$ cat src/rtl/elastic_pipeline_reg_pkg.sv
// Shared definitions for the elastic pipeline stage: state encodings and the
// MEM/WB payload layout packed into the stage data bus.
package elastic_pipeline_reg_pkg;

  localparam logic [1:0] ST_EMPTY = 2'd0;
  localparam logic [1:0] ST_FULL  = 2'd1;
  localparam logic [1:0] ST_SKID  = 2'd2;

  // MEM/WB packing, MSB first: reg_we, wb_sel, four 32-bit data words, rd.
  typedef struct packed {
    logic             reg_we;
    logic [1:0]       wb_sel;
    logic [3:0][31:0] data;
    logic [4:0]       rd;
  } memwb_t;

  localparam int MEMWB_WIDTH   = $bits(memwb_t);
  localparam int MEMWB_RD_LSB  = 0;
  localparam int MEMWB_RD_W    = 5;
  localparam int MEMWB_DAT_LSB = 5;
  localparam int MEMWB_DAT_W   = 128;
  localparam int MEMWB_SEL_LSB = 133;
  localparam int MEMWB_SEL_W   = 2;
  localparam int MEMWB_WE_LSB  = 135;

  function automatic logic [1:0] occupancy_of(input logic [1:0] state);
    case (state)
      ST_FULL: occupancy_of = 2'd1;
      ST_SKID: occupancy_of = 2'd2;
      default: occupancy_of = 2'd0;
    endcase
  endfunction

endpackage

$ cat src/rtl/elastic_pipeline_reg_sat_counter.sv
// Saturating up-counter with synchronous clear; holds at all-ones instead of wrapping.
module sat_counter #(
  parameter int WIDTH = 16
) (
  input  logic             CLK,
  input  logic             RESET,
  input  logic             inc,
  input  logic             clear,
  output logic [WIDTH-1:0] count
);

  always_ff @(posedge CLK) begin
    if (RESET || clear) begin
      count <= '0;
    end else if (inc && (count != {WIDTH{1'b1}})) begin
      count <= count + 1'b1;
    end
  end

endmodule

$ cat src/rtl/elastic_pipeline_reg.sv
// Elastic pipeline stage register: valid/ready handshake with a 2-entry skid buffer,
// global stall, flush and a saturating stall-cycle counter.
module elastic_pipeline_reg
  import elastic_pipeline_reg_pkg::*;
#(
  parameter int DATA_WIDTH    = MEMWB_WIDTH,
  parameter int CNT_WIDTH     = 16,
  parameter bit ZERO_ON_FLUSH = 1'b1
) (
  input  logic                  CLK,
  input  logic                  RESET,
  input  logic                  FLUSH,
  input  logic                  STALL,
  input  logic                  IN_VALID,
  output logic                  IN_READY,
  input  logic [DATA_WIDTH-1:0] IN_DATA,
  output logic                  OUT_VALID,
  input  logic                  OUT_READY,
  output logic [DATA_WIDTH-1:0] OUT_DATA,
  output logic [1:0]            OCCUPANCY,
  output logic [CNT_WIDTH-1:0]  STALL_COUNT
);

  logic [1:0]            state_reg, state_next;
  logic [DATA_WIDTH-1:0] main_reg, main_next;
  logic [DATA_WIDTH-1:0] skid_reg, skid_next;
  logic                  in_fire, out_fire;

  assign IN_READY  = (state_reg != ST_SKID) && !STALL && !FLUSH;
  assign OUT_VALID = (state_reg != ST_EMPTY);
  assign OUT_DATA  = main_reg;
  assign OCCUPANCY = occupancy_of(state_reg);

  assign in_fire  = IN_VALID && IN_READY;
  assign out_fire = OUT_VALID && OUT_READY && !STALL;

  always_comb begin
    state_next = state_reg;
    main_next  = main_reg;
    skid_next  = skid_reg;
    if (FLUSH) begin
      state_next = ST_EMPTY;
      if (ZERO_ON_FLUSH) begin
        main_next = '0;
        skid_next = '0;
      end
    end else if (!STALL) begin
      case (state_reg)
        ST_EMPTY: begin
          if (in_fire) begin
            state_next = ST_FULL;
            main_next  = IN_DATA;
          end
        end
        ST_FULL: begin
          if (in_fire && out_fire) begin
            main_next = IN_DATA;
          end else if (in_fire) begin
            state_next = ST_SKID;
            skid_next  = IN_DATA;
          end else if (out_fire) begin
            state_next = ST_EMPTY;
          end
        end
        ST_SKID: begin
          // IN_READY is low here, so only the drain into main can happen.
          if (out_fire) begin
            state_next = ST_FULL;
            main_next  = skid_reg;
          end
        end
        default: state_next = ST_EMPTY;
      endcase
    end
  end

  always_ff @(posedge CLK) begin
    if (RESET) begin
      state_reg <= ST_EMPTY;
      main_reg  <= '0;
      skid_reg  <= '0;
    end else begin
      state_reg <= state_next;
      main_reg  <= main_next;
      skid_reg  <= skid_next;
    end
  end

  sat_counter #(
    .WIDTH(CNT_WIDTH)
  ) u_stall_cnt (
    .CLK  (CLK),
    .RESET(RESET),
    .inc  (OUT_VALID && !out_fire),
    .clear(1'b0),
    .count(STALL_COUNT)
  );

endmodule

$ cat config.mk
export PLATFORM = sky130hd
export DESIGN_NAME = elastic_pipeline_reg
export DESIGN_NICKNAME = d
export VERILOG_FILES = /design/src/rtl/elastic_pipeline_reg_pkg.sv /design/src/rtl/elastic_pipeline_reg_sat_counter.sv /design/src/rtl/elastic_pipeline_reg.sv
export SDC_FILE = /design/constraint.sdc
export NUM_CORES = 1
export LEC_CHECK = 0
export CORE_MARGIN = 3
export CORE_UTILIZATION = 46
export DETAILED_ROUTE_END_ITERATION = 12
export PLACE_DENSITY_LB_ADDON = 0.3
export SLEW_MARGIN = 20
export SYNTH_ARGS = -nofsm -noshare
export SYNTH_HDL_FRONTEND = slang
export SYNTH_SLANG_ARGS = --single-unit
$ cat constraint.sdc
create_clock -name CLK -period 1.75 [get_ports CLK]
set_clock_uncertainty 0.1 [all_clocks]
set_input_delay 0.2625 -clock CLK [delete_from_list [all_inputs] [get_ports CLK]]
set_output_delay 0.2625 -clock CLK [all_outputs]
set_load 0.05 [all_outputs]
Word level (Yosys, flattened, before mapping)
Cells that the tools add are included.
{"block": "op_classes", "add_sub_neg": 1, "n_eq_ne": 9, "mux": 11, "bitwise": 2, "n_reduce_logical": 18}
{"operator": "2-to-1 mux 136 bit", "count": 3}
{"operator": "case mux 136 bit (3 select lines)", "count": 1}
{"operator": "adder 16 x 1 -> 16 bit, second input constant", "count": 1}
{"operator": "inequality test 16 bit, second input constant", "count": 1}
{"operator": "2-to-1 mux 2 bit", "count": 5}
{"operator": "inequality test 2 bit, second input constant", "count": 5}
{"operator": "AND reduction 5 bit", "count": 2}
{"operator": "logical AND 1 bit", "count": 8}
{"operator": "case mux 2 bit (3 select lines)", "count": 1}
{"operator": "case mux 2 bit (2 select lines)", "count": 1}
{"operator": "AND reduction 4 bit", "count": 1}
{"operator": "zero test 1 bit", "count": 3}
{"operator": "inequality test 3 bit, second input constant", "count": 1}
{"operator": "nonzero test 3 bit", "count": 1}
{"operator": "== test 2 x 1 -> 1 bit, second input constant", "count": 1}
{"operator": "== test 2 bit, second input constant", "count": 1}
{"operator": "zero test 2 bit", "count": 1}
{"operator": "NOT 1 bit", "count": 2}
{"operator": "nonzero test 2 bit", "count": 1}
{"operator": "OR reduction 2 bit", "count": 1}
{"block": "word_totals", "ff_bits": 290, "in_bits": 142, "output_inout_bits": 156, "wordCells": 45}

Depth between registers and ports, before layout
Gate-level depths: netlist (run 1).
{"block": "depth", "depth_word": 7, "depth_mapped": 8, "ltp_nobuf": 5}

Modules after synthesis
From an unflattened synthesis (run 1), not the netlist that was laid out.
{"block": "hier_totals", "cells_unflattened": 1317, "area_unflattened_um2": 11591.1}
{"module": "elastic_pipeline_reg", "n_inst": 1, "cells_per_inst": 1222, "area_each_um2": 10744.1, "seq_area_each_um2": 5485.3}
{"module": "sat_counter", "n_inst": 1, "cells_per_inst": 95, "area_each_um2": 847.1, "seq_area_each_um2": 320.3}

Least setup slack after synthesis (run 1)
Ideal clock, no wire load.
{"block": "synth_timing", "path_type": "input-to-output", "from": "input STALL", "to": "output IN_READY", "arrival_ps": 2028, "required_ps": 1387, "path_slack_ps": -641, "path_stages": 5, "n_path_buf": 4, "path_cell_list": "buf_2 buf_2 clkbuf_1 clkbuf_1 nor3_1"}
{"block": "synth_via", "elab_chain_len": 3}
{"element": "start: declaration", "line_no": "elastic_pipeline_reg.sv:13", "text": "input logic STALL,"}
{"element": "zero test 1 bit"}
{"element": "logical AND 1 bit (2 in series)", "line_no": "elastic_pipeline_reg.sv:29", "text": "assign IN_READY = (state_reg != ST_SKID) && !STALL && !FLUSH;"}
{"element": "end: declaration", "line_no": "elastic_pipeline_reg.sv:15", "text": "output logic IN_READY,"}
Every way passes these cells.

Final worst setup path (run 1)
{"block": "layout_timing", "from": "register state_reg[0]", "to": "register main_reg[79] (netlist: OUT_DATA[79])"}
{"block": "layout_via", "elab_chain_len": 7, "elab_cells_between_ends": 17, "classes_between": "6 x eq/ne; 1 x mux; 10 x reduce/logical"}
{"element": "start: declaration", "line_no": "elastic_pipeline_reg.sv:24", "text": "logic [1:0] state_reg, state_next;"}
{"element": "start signal: assignment", "line_no": "elastic_pipeline_reg.sv:83", "text": "state_reg <= state_next;"}
{"element": "inequality test 2 bit", "line_no": "elastic_pipeline_reg.sv:29"}
{"element": "logical AND 1 bit (2 in series)", "line_no": "elastic_pipeline_reg.sv:29"}
{"element": "logical AND 1 bit", "line_no": "elastic_pipeline_reg.sv:34", "text": "assign in_fire = IN_VALID && IN_READY;"}
{"element": "logical AND 1 bit", "line_no": "elastic_pipeline_reg.sv:56", "text": "if (in_fire && out_fire) begin"}
{"element": "inequality test 2 bit (no source line)"}
{"element": "AND reduction 5 bit (no source line)"}
{"element": "end signal: assignment", "line_no": "elastic_pipeline_reg.sv:84", "text": "main_reg <= main_next;"}
{"element": "end: declaration", "line_no": "elastic_pipeline_reg.sv:25", "text": "logic [DATA_WIDTH-1:0] main_reg, main_next;"}
Parallel ways exist; a longest one is shown, timed or not.
A chain may end at the register's enable or synchronous reset.

==> metrics.md, run 1 <==
| Metric | Value |
|---|---|
| Status | complete, but fails checks |
| Failing checks | setup timing |
| Final Max Tran Viols | 0 |
| Worst Setup End Kind | flop |
| Largest cells by area after synthesis | dfxtp_1, nand2_1, mux2i_1, or4_1, o211ai_1 |
| GRT Total Usage | 0.2496 |
| Post-Syn Area per Cell | 8.648 sq um |
| Clock Latency Late Sink | 0.54 ns |
| Pwr/cell area | 805.7 nW/um^2 |
| Die Y | 174.1 um |
| Worst rel slew slack | 0.7533 |
| Initial antenna violation count | 1 |
| CTS Buf Count | 31 |
| Global-route wire length before repair | 62930 um |
| WHS Path Cells | 4 |
| # setup viols final | 134 |
| Post-synth net total | 1646 |
| Port Buffers | 297 |
| Mapped Area | 13000 sq um |
| Clk buf depth | 3 |
| I/O pins | 298 |
| Vias in the first global route | 11834 |
| Hold Crit Endpoint | OUT_DATA[71] |
| Non-Filler Instances | 2210 |
| CTS Root Cell | clkbuf_16 |
| Worst setup SP type | flop |
| Top fanout value on the critical path | 7 |
| Die area | 30310 sq um |
| Post-synth EDFFs | 0 |
| Dpl cells | 2110 |
| CP Cell Sequence | nand2b_4, inv_4, buf_6, a32oi_4, buf_12, buf_12, buf_12, buf_16, or4_1, nand2_1 |
| FF+latch count, synth | 290 |
| Most frequent cell on the critical path | buf_12 |
| Sequential area share after synthesis | 0.4467 |
| H-tree Lvls | 1 |
| WL/cell | 18.85 um |
| Max-Cap Viols | 0 |
| Cell with the most instances after synthesis | nand2_1 |
| Synth Instances | 1503 |
| Worst reg2reg path depth | 10 |
| Min-delay src | STALL |
| CTS tree | done |
| 1st-pass router iterations | 5 |
| Synth cell types | 49 |
| Initial core utilization | 0.4756 |
| Largest net degree at the start of global routing | 93 |
| CP max stage cell | or4_1 |
| Type of the most critical hold path | in -> reg |
| Async set-reset flop share out of synthesis | 0 |
| Max Freq | 520.7 MHz |
| Routed Antenna Nets | 0 |
| Syn. warnings | 0 |
| Reg2reg start | state_reg[0] |
| WHS | 0.1152 ns |
| Internal reg-to-reg setup slack | -0.17 ns |
| Slew @ Worst Pin | 0.3700 ns |
| Final net count | 1956 |
| Core area | 27330 sq um |
| Peak VDD IR | 0.5101 mV |
| # clock sinks | 290 |
| Fin crit share | 1.097 |
| P_sw | 3.637 mW |
| WP data required | 2.14 ns |
| Pleak | 8.389 nW |
| Vias per inst | 5.633 |
| Vias | 12448 |
| Share of the synthesized area in the top cell type | 0.4467 |
| Routability congestion estimate | 0.8283 |
| DRT iter0 DRCs | 864 |
| Post-synth top area cell | dfxtp_1 |
| Clk network pwr share | 0.448 |
| Top cells by count, synth | nand2_1, dfxtp_1, a21oi_1 |
| GR Overflow Total | 0 |
| Flop pwr share | 0.443 |
| Switching Share | 0.2415 |
| Die Width | 174.1 um |
| Post-DP HPWL | 24610 um |
| Reg2reg end | OUT_DATA[79] |
| Most used DFF post-synth | dfxtp_1 |
| WS Path Type | reg -> reg |
| Setup TNS | -7.473 ns |
| Fin. Hold Viols | 0 |
| Logic pwr share | 0.109 |
| DRC | 0 |
| RSZ-0062 raised after global routing | true |
| Layout cells sized above 1 | 0.2510 |
| Clock slew at reported path FFs | 0.06 ns |
| Arr. time, crit path | 2.31 ns |
| Minimum clock period | 1.920 ns |
| Int Pwr | 11.42 mW |
| Slowest stage delay, CP | 0.41 ns |
| Rows | 60 |
| Area Growth Syn to Fin | 43.82% |
| Final wirelength | 41660 um |
| Layout fillers | 2208 |
| Final worst slack | -0.1704 ns |
-- critical path, delay by kind of cell, from the launching register on --
kind | cells | cell delay (ns)
AND/OR/NAND/NOR | 3 | 0.64
buffers and inverters | 6 | 0.72
flip-flops | 1 | 0.33
AO/OA/AOI/OAI | 1 | 0.07
-- final cells by class --
cell class / count / area [sq um] / area share
well taps: 372 / 465.4 / 0.02490
repair buffers: 436 / 4672 / 0.2499
clock inverters: 21 / 219.0 / 0.01171
flip-flops and latches: 290 / 5853 / 0.3131
inverters: 3 / 13.76 / 0.0007363
multi-input cells: 1051 / 6631 / 0.3548
clock buffers: 36 / 835.8 / 0.04471
diodes: 1 / 2.502 / 0.0001339
-- worst max path at each step --
stage               slack (ns)            end    startpoint  cells after the start
global placement         -0.41  OUT_DATA[115]     OUT_READY                      7
CTS                      -0.23       IN_READY  state_reg[0]                      5
floorplan                -0.03       IN_READY         STALL                      5
global route             -0.23   OUT_DATA[79]  state_reg[0]                     10
finish                   -0.17   OUT_DATA[79]  state_reg[0]                     10
detailed placement       -0.47   OUT_DATA[38]         FLUSH                      6
-- power by group through the flow --
stage          Clock, mW  Combinational, mW  Sequential (mW)
6_report            6.75               1.65             6.66
3_5_place_dp           0               1.32             6.81
3_3_place_gp           0               1.30             6.81
5_1_grt             7.09               1.73             6.67
4_1_cts             6.84               1.54             6.66
2_1_floorplan          0              0.478             6.96
-- stage by stage --
step | setup WS, ns | total power [mW] | area (sq um) | util
3_5_place_dp | -0.4650 | 8.131 | 16400 | 0.6003
2_1_floorplan | -0.03062 | 7.437 | 13110 | -
3_3_place_gp | -0.4096 | 8.114 | 16400 | 0.6003
6_report | -0.1704 | 15.06 | 18690 | 0.6841
4_1_cts | -0.2336 | 15.03 | 18210 | 0.6663
5_1_grt | -0.2325 | 15.49 | 18690 | 0.6841
-- cell families (layout without fill, tap and decap cells) --
group	count (synthesis)	count (layout)	share of synthesized area
AND/OR/NAND/NOR	604	604	0.2245
AO/OA/AOI/OAI	301	301	0.1464
flip-flops	290	290	0.4467
buffers and inverters	162	496	0.06931
multiplexers	144	144	0.1115
adder cells (fa/ha/maj)	1	1	0.0009625
XOR/XNOR	1	1	0.0006740
other	0	1	0
-- layout by cell type, fill, tap and decap left out, types with 5 or more instances in the layout --
cell type        Yosys  layout
nand2_1            412     388
dfxtp_1            290     272
buf_4               11     214
a21oi_1            145     145
clkdlybuf4s50_1      0     140
mux2i_1            138     138
o211ai_1           136     136
or4_1              138      94
or4_4                0      44
clkbuf_16            0      40
buf_12               5      38
nand2_2              0      24
buf_16               0      17
buf_6               14      12
nor2_1              10      10
dfxtp_4              0      10
clkinv_2             0       9
dfxtp_2              0       8
buf_8                1       6
nor2b_1              6       5
clkinvlp_4           0       5
-- per-layer routing --
metal / vias up / track usage / routed length, um
met5: - / 0 / 0
met4: 0 / 0.1022 / 1892
met3: 105 / 0.05570 / 2798
met2: 448 / 0.4401 / 20830
met1: 5913 / 0.2929 / 16140
li1: 5982 / - / -
-- what timing repair did --
item                                   4_1_cts  5_1_grt
gates cloned                                16        9
resized for setup                           36       95
endpoints found under the hold margin        2        0
hold buffers                                 1        0
setup buffers                               13        8
pin swaps                                   29       66
setup endpoints to repair                   55      147
(Power assumes the default switching activity.)
==> inputs of run 2 (changes only) <==
--- a/config.mk
+++ b/config.mk
@@ -5,7 +5,7 @@
 export SDC_FILE = /design/constraint.sdc
 export NUM_CORES = 1
 export LEC_CHECK = 0
-export CORE_MARGIN = 3
+export CORE_MARGIN = 1.5
 export CORE_UTILIZATION = 46
 export DETAILED_ROUTE_END_ITERATION = 12
 export PLACE_DENSITY_LB_ADDON = 0.3
==> metrics.md, run 2 (same netlist as run 1, synthesis figures left out) <==
| Metric | Value |
|---|---|
| Final Instance Area | 18510 sq um |
| WHS | 0.1831 ns |
| Vias | 12397 |
| Min-delay src | IN_DATA[21] |
| Final net count | 1958 |
| Status | complete, but fails checks |
| Critical path launch point | state_reg[0] |
| Top layer in use | met5 |
| # clock sinks | 290 |
| H-tree Lvls | 1 |
| Reg2reg end | OUT_DATA[76] |
| WP data required | 2.14 ns |
| Rows | 61 |
| DRT iter0 DRCs | 977 |
| Die Y | 171.1 um |
| Minimum clock period | 1.909 ns |
| Reg2reg start | state_reg[0] |
| CTS Root Cell | clkbuf_16 |
| Switching Share | 0.2401 |
| M1 WL | 16630 um |
| Pleak | 8.325 nW |
| RSZ-0062 raised after global routing | true |
| Routability congestion estimate | 0.8502 |
| Type of the most critical hold path | in -> reg |
| WL/cell | 17.92 um |
| Peak VDD IR | 0.7263 mV |
| GRT Total Usage | 0.2507 |
| Port Buffers | 297 |
| Clk network pwr share | 0.436 |
| Int Pwr | 11.00 mW |
| Clock slew at reported path FFs | 0.06 ns |
| Worst rel slew slack | 0.5355 |
| Fin. Hold Viols | 0 |
| Dpl cell area | 16490 sq um |
| DR WL met2 | 18700 um |
| Worst setup SP type | flop |
| Post-place setup slack | -0.4812 ns |
| CTS Buf Count | 31 |
| Multi-input gate area | 6541 sq um |
| Failing checks | setup timing |
| Most frequent cells in the layout | nand2_1, dfxtp_1, buf_4, a21oi_1, clkdlybuf4s50_1 |
| I/O pins | 298 |
| Core area | 27780 sq um |
| Worst Setup End Kind | flop |
| GR Overflow Total | 0 |
| Setup TNS | -10.76 ns |
| Final Max Tran Viols | 0 |
| Global-route wire length before repair | 59330 um |
| Post-DP HPWL | 24190 um |
| 1st-pass router iterations | 5 |
| Layout cells sized above 1 | 0.2303 |
| Largest net degree at the start of global routing | 139 |
| Logic pwr share | 0.104 |
| # setup viols final | 137 |
| Clk buf depth | 3 |
| Max Freq | 523.8 MHz |
| Worst reg2reg path depth | 9 |
| Final wirelength | 39730 um |
| Slew @ Worst Pin | 0.6968 ns |
| Die area | 29270 sq um |
| Flop pwr share | 0.460 |
| Hold Crit Endpoint | skid_reg[21] |
| DRC | 0 |
| Max-Cap Viols | 0 |
| P_sw | 3.477 mW |
| Routed Antenna Nets | 0 |
| WHS Path Cells | 3 |
| Initial antenna violation count | 3 |
| Pwr/cell area | 782.4 nW/um^2 |
| Vias per inst | 5.592 |
| Most common cell after layout, fill and taps aside | nand2_1 |
| Initial core utilization | 0.4678 |
| WS Path Type | reg -> reg |
| Layout fillers | 2242 |
| Metal3 WL | 2832 um |
| Internal reg-to-reg setup slack | -0.16 ns |
| CTS tree | done |
| Top fanout value on the critical path | 8 |
| Area Growth Syn to Fin | 42.40% |
| Arr. time, crit path | 2.30 ns |
| Die Width | 171.1 um |
| Seq. cell area | 5858 sq um |
| Clock Latency Late Sink | 0.55 ns |
| Fin crit share | 1.091 |
| Vias in the first global route | 11392 |
| Power Total | 14.48 mW |
| Final worst slack | -0.1590 ns |
==> run 2: worst max-delay path, stage by stage, from the launching register on <==
cell and delay (ns):
dfxtp_4 0.36, nand2b_4 0.16, inv_4 0.06, buf_6 0.09, a32oi_4 0.08, buf_6 0.16
clkbuf_16 0.16, buf_12 0.14, or4_4 0.47, nand2_2 0.06
==> run 2: how the worst max path moves through the flow <==
stage	endpoint	slack, ns	depth (start not counted)
floorplan	IN_READY	-0.03	5
global placement	OUT_DATA[62]	-0.43	7
detailed placement	OUT_DATA[47]	-0.48	7
CTS	IN_READY	-0.15	5
global route	OUT_DATA[92]	-0.22	8
finish	OUT_DATA[76]	-0.16	9
==> run 2: power by group through the flow <==
stage	Combinational, mW	Sequential, mW	Clock [mW]
2_1_floorplan	0.478	6.96	0
3_3_place_gp	1.29	6.81	0
3_5_place_dp	1.31	6.81	0
4_1_cts	1.40	6.66	6.39
5_1_grt	1.59	6.66	6.66
6_report	1.51	6.66	6.31
==> run 2: what timing repair did <==
action	4_1_cts	5_1_grt
resized for setup	28	70
pin swaps	7	41
endpoints found under the hold margin	2	0
endpoints found under the setup margin	64	194
hold buffers	1	0
cloned	9	12
buffers inserted	17	13
==> run 2: metrics by stage <==
| step | std cells | util |
|---|---|---|
| 2_1_floorplan | 1503 | - |
| 3_3_place_gp | 2112 | 0.5937 |
| 3_5_place_dp | 2112 | 0.5937 |
| 4_1_cts | 2194 | 0.6465 |
| 5_1_grt | 2216 | 0.6661 |
| 6_report | 2217 | 0.6662 |
==> run 2: layout make-up <==
| cell class | count | share of cell area |
|---|---|---|
| inverter | 3 | 0.0007436 |
| antenna | 2 | 0.0002704 |
| sequential | 290 | 0.3165 |
| timing repair buffer | 438 | 0.2514 |
| clock buffer | 50 | 0.04901 |
| clock inverter | 5 | 0.003110 |
| tap | 378 | 0.02555 |
| multi-input combinational | 1051 | 0.3534 |
==> run 2: layer usage <==
metal  vias up  GRT usage
met3        96    0.05112
li1       5995          -
met1      5830     0.3235
met5         -          0
met2       474     0.4081
met4         2     0.1034
==> inputs of run 3 (changes only) <==
--- a/config.mk
+++ b/config.mk
@@ -5,6 +5,8 @@
 export SDC_FILE = /design/constraint.sdc
 export NUM_CORES = 1
 export LEC_CHECK = 0
+export ABC_AREA = 0
+export CAP_MARGIN = 20
 export CORE_MARGIN = 1.5
 export CORE_UTILIZATION = 46
 export DETAILED_ROUTE_END_ITERATION = 12
@@ -13,3 +15,4 @@
 export SYNTH_ARGS = -nofsm -noshare
 export SYNTH_HDL_FRONTEND = slang
 export SYNTH_SLANG_ARGS = --single-unit
+export TNS_END_PERCENT = 5
==> metrics.md, run 3 (same netlist as run 1, synthesis figures left out) <==
| Metric | Value |
|---|---|
| Status | complete, but fails checks |
| Failing checks | setup timing |
| WP data required | 1.39 ns |
| Flop pwr share | 0.438 |
| Switching Share | 0.2301 |
| Post-DP HPWL | 24130 um |
| Initial antenna violation count | 4 |
| Final Max Tran Viols | 0 |
| Most common cell after layout, fill and taps aside | nand2_1 |
| CTS Root Cell | clkbuf_16 |
| Clock slew at reported path FFs | 0.06 ns |
| Arr. time, crit path | 1.52 ns |
| P_sw | 3.497 mW |
| Clock Latency Late Sink | 0.55 ns |
| Clk buf depth | 3 |
| Layout cells sized above 1 | 0.2541 |
| Vias | 12251 |
| Largest net degree at the start of global routing | 145 |
| Die area | 29270 sq um |
| Fin. Hold Viols | 0 |
| Routability congestion estimate | 0.8099 |
| Die Width | 171.1 um |
| # clock sinks | 290 |
| CTS Buf Count | 31 |
| Max-Cap Viols | 0 |
| Rows | 61 |
| Worst Setup End Kind | output pin |
| Dpl cells | 2122 |
| Routed Antenna Nets | 0 |
| 1st-pass router iterations | 7 |
| Peak VDD IR | 0.6838 mV |
| Global-route wire length before repair | 57560 um |
| Pleak | 8.179 nW |
| H-tree Lvls | 1 |
| Slew @ Worst Pin | 0.6155 ns |
| Port Buffers | 297 |
| Minimum clock period | 1.878 ns |
| CP max stage cell | dfxtp_2 |
| Area Growth Syn to Fin | 41.63% |
| Max Freq | 532.4 MHz |
| Final Instance Area | 18410 sq um |
| Fin crit share | 1.073 |
| Die Y | 171.1 um |
| Pwr/cell area | 825.4 nW/um^2 |
| Non-Filler Instances | 2200 |
| GRT Total Usage | 0.2415 |
| WL/cell | 17.50 um |
| Final worst slack | -0.1284 ns |
| Setup TNS | -1.576 ns |
| WS Path Type | reg -> out |
| RSZ-0062 raised after global routing | true |
| Initial core utilization | 0.4678 |
| Dpl cell area | 16530 sq um |
| Vias in the first global route | 11369 |
| Logic pwr share | 0.094 |
| CP Cell Sequence | nand2b_4, inv_4, buf_6, nor3_4, buf_12 |
| Worst rel slew slack | 0.5897 |
| DRC | 0 |
| I/O pins | 298 |
| Clk network pwr share | 0.467 |
| Final wirelength | 38500 um |
| Worst setup SP type | flop |
| Slowest stage delay, CP | 0.34 ns |
| CTS tree | done |
| Most frequent cells in the layout | nand2_1, dfxtp_1, buf_4, clkdlybuf4s50_1, mux2i_1 |
| Int Pwr | 11.70 mW |
| Type of the most critical hold path | in -> reg |
| Final net count | 1938 |
| Core area | 27780 sq um |
| Top fanout value on the critical path | 3 |
| Power Total | 15.19 mW |
| Post-place setup slack | -0.5267 ns |
| GR Overflow Total | 0 |
| # setup viols final | 90 |
| Vias per inst | 5.569 |
| DRT iter0 DRCs | 782 |
==> run 3: repair_timing <==
action	4_1_cts	5_1_grt
endpoints found under the setup margin	119	260
resized for setup	24	109
hold endpoints to repair	1	0
setup buffers	5	5
hold buffers	1	0
cloned	1	6
pin swaps	2	20
==> run 3: power groups by stage <==
stage,registers [mW],clock network (mW),logic [mW]
4_1_cts,6.66,7.20,1.39
6_report,6.66,7.10,1.43
3_3_place_gp,6.81,0,1.34
5_1_grt,6.66,7.46,1.53
2_1_floorplan,6.96,0,0.478
3_5_place_dp,6.81,0,1.36
==> run 3: layer usage <==
| layer | vias up | wire, um | global-route usage |
|---|---|---|---|
| li1 | 5949 | - | - |
| met1 | 5853 | 16180 | 0.2909 |
| met2 | 372 | 18560 | 0.4198 |
| met3 | 77 | 2389 | 0.04696 |
| met4 | 0 | 1367 | 0.1003 |
| met5 | - | 0 | 0 |
==> run 3: cell type report <==
| type | count | area [sq um] |
|---|---|---|
| Clock inverter | 11 | 205.2 |
| Antenna cell | 4 | 10.01 |
| Inverter | 3 | 13.76 |
| Sequential cell | 290 | 5856 |
| Multi-Input combinational cell | 1051 | 6760 |
| Clock buffer | 45 | 898.4 |
| Timing Repair Buffer | 418 | 4193 |
| Tap cell | 378 | 473.0 |
| Fill cell | 2280 | 9373 |
==> run 3: worst max-delay path, delay by kind of cell, from the launching register on <==
| family | cells | cell delay (ns) |
|---|---|---|
| buffers and inverters | 3 | 0.33 |
| DFF | 1 | 0.34 |
| and+or+nand+nor | 2 | 0.30 |
==> run 3: through the flow <==
stage	util	hold WS (ns)
2_1_floorplan	-	0.2985
3_3_place_gp	0.5951	0.3359
3_5_place_dp	0.5951	0.3404
4_1_cts	0.6406	0.03449
5_1_grt	0.6626	0.05681
6_report	0.6626	0.04847
==> run 3: worst paths after layout <==
kind / startpoint / end / slack, ns / cells past startpoint
max: state_reg[0] / IN_READY / -0.13 / 5
min: STALL / OUT_DATA[134] / 0.05 / 4
max reg2reg: state_reg[0] / OUT_DATA[105] / -0.07 / 6
min reg2reg: skid_reg[37] / skid_reg[37] / 0.35 / 2
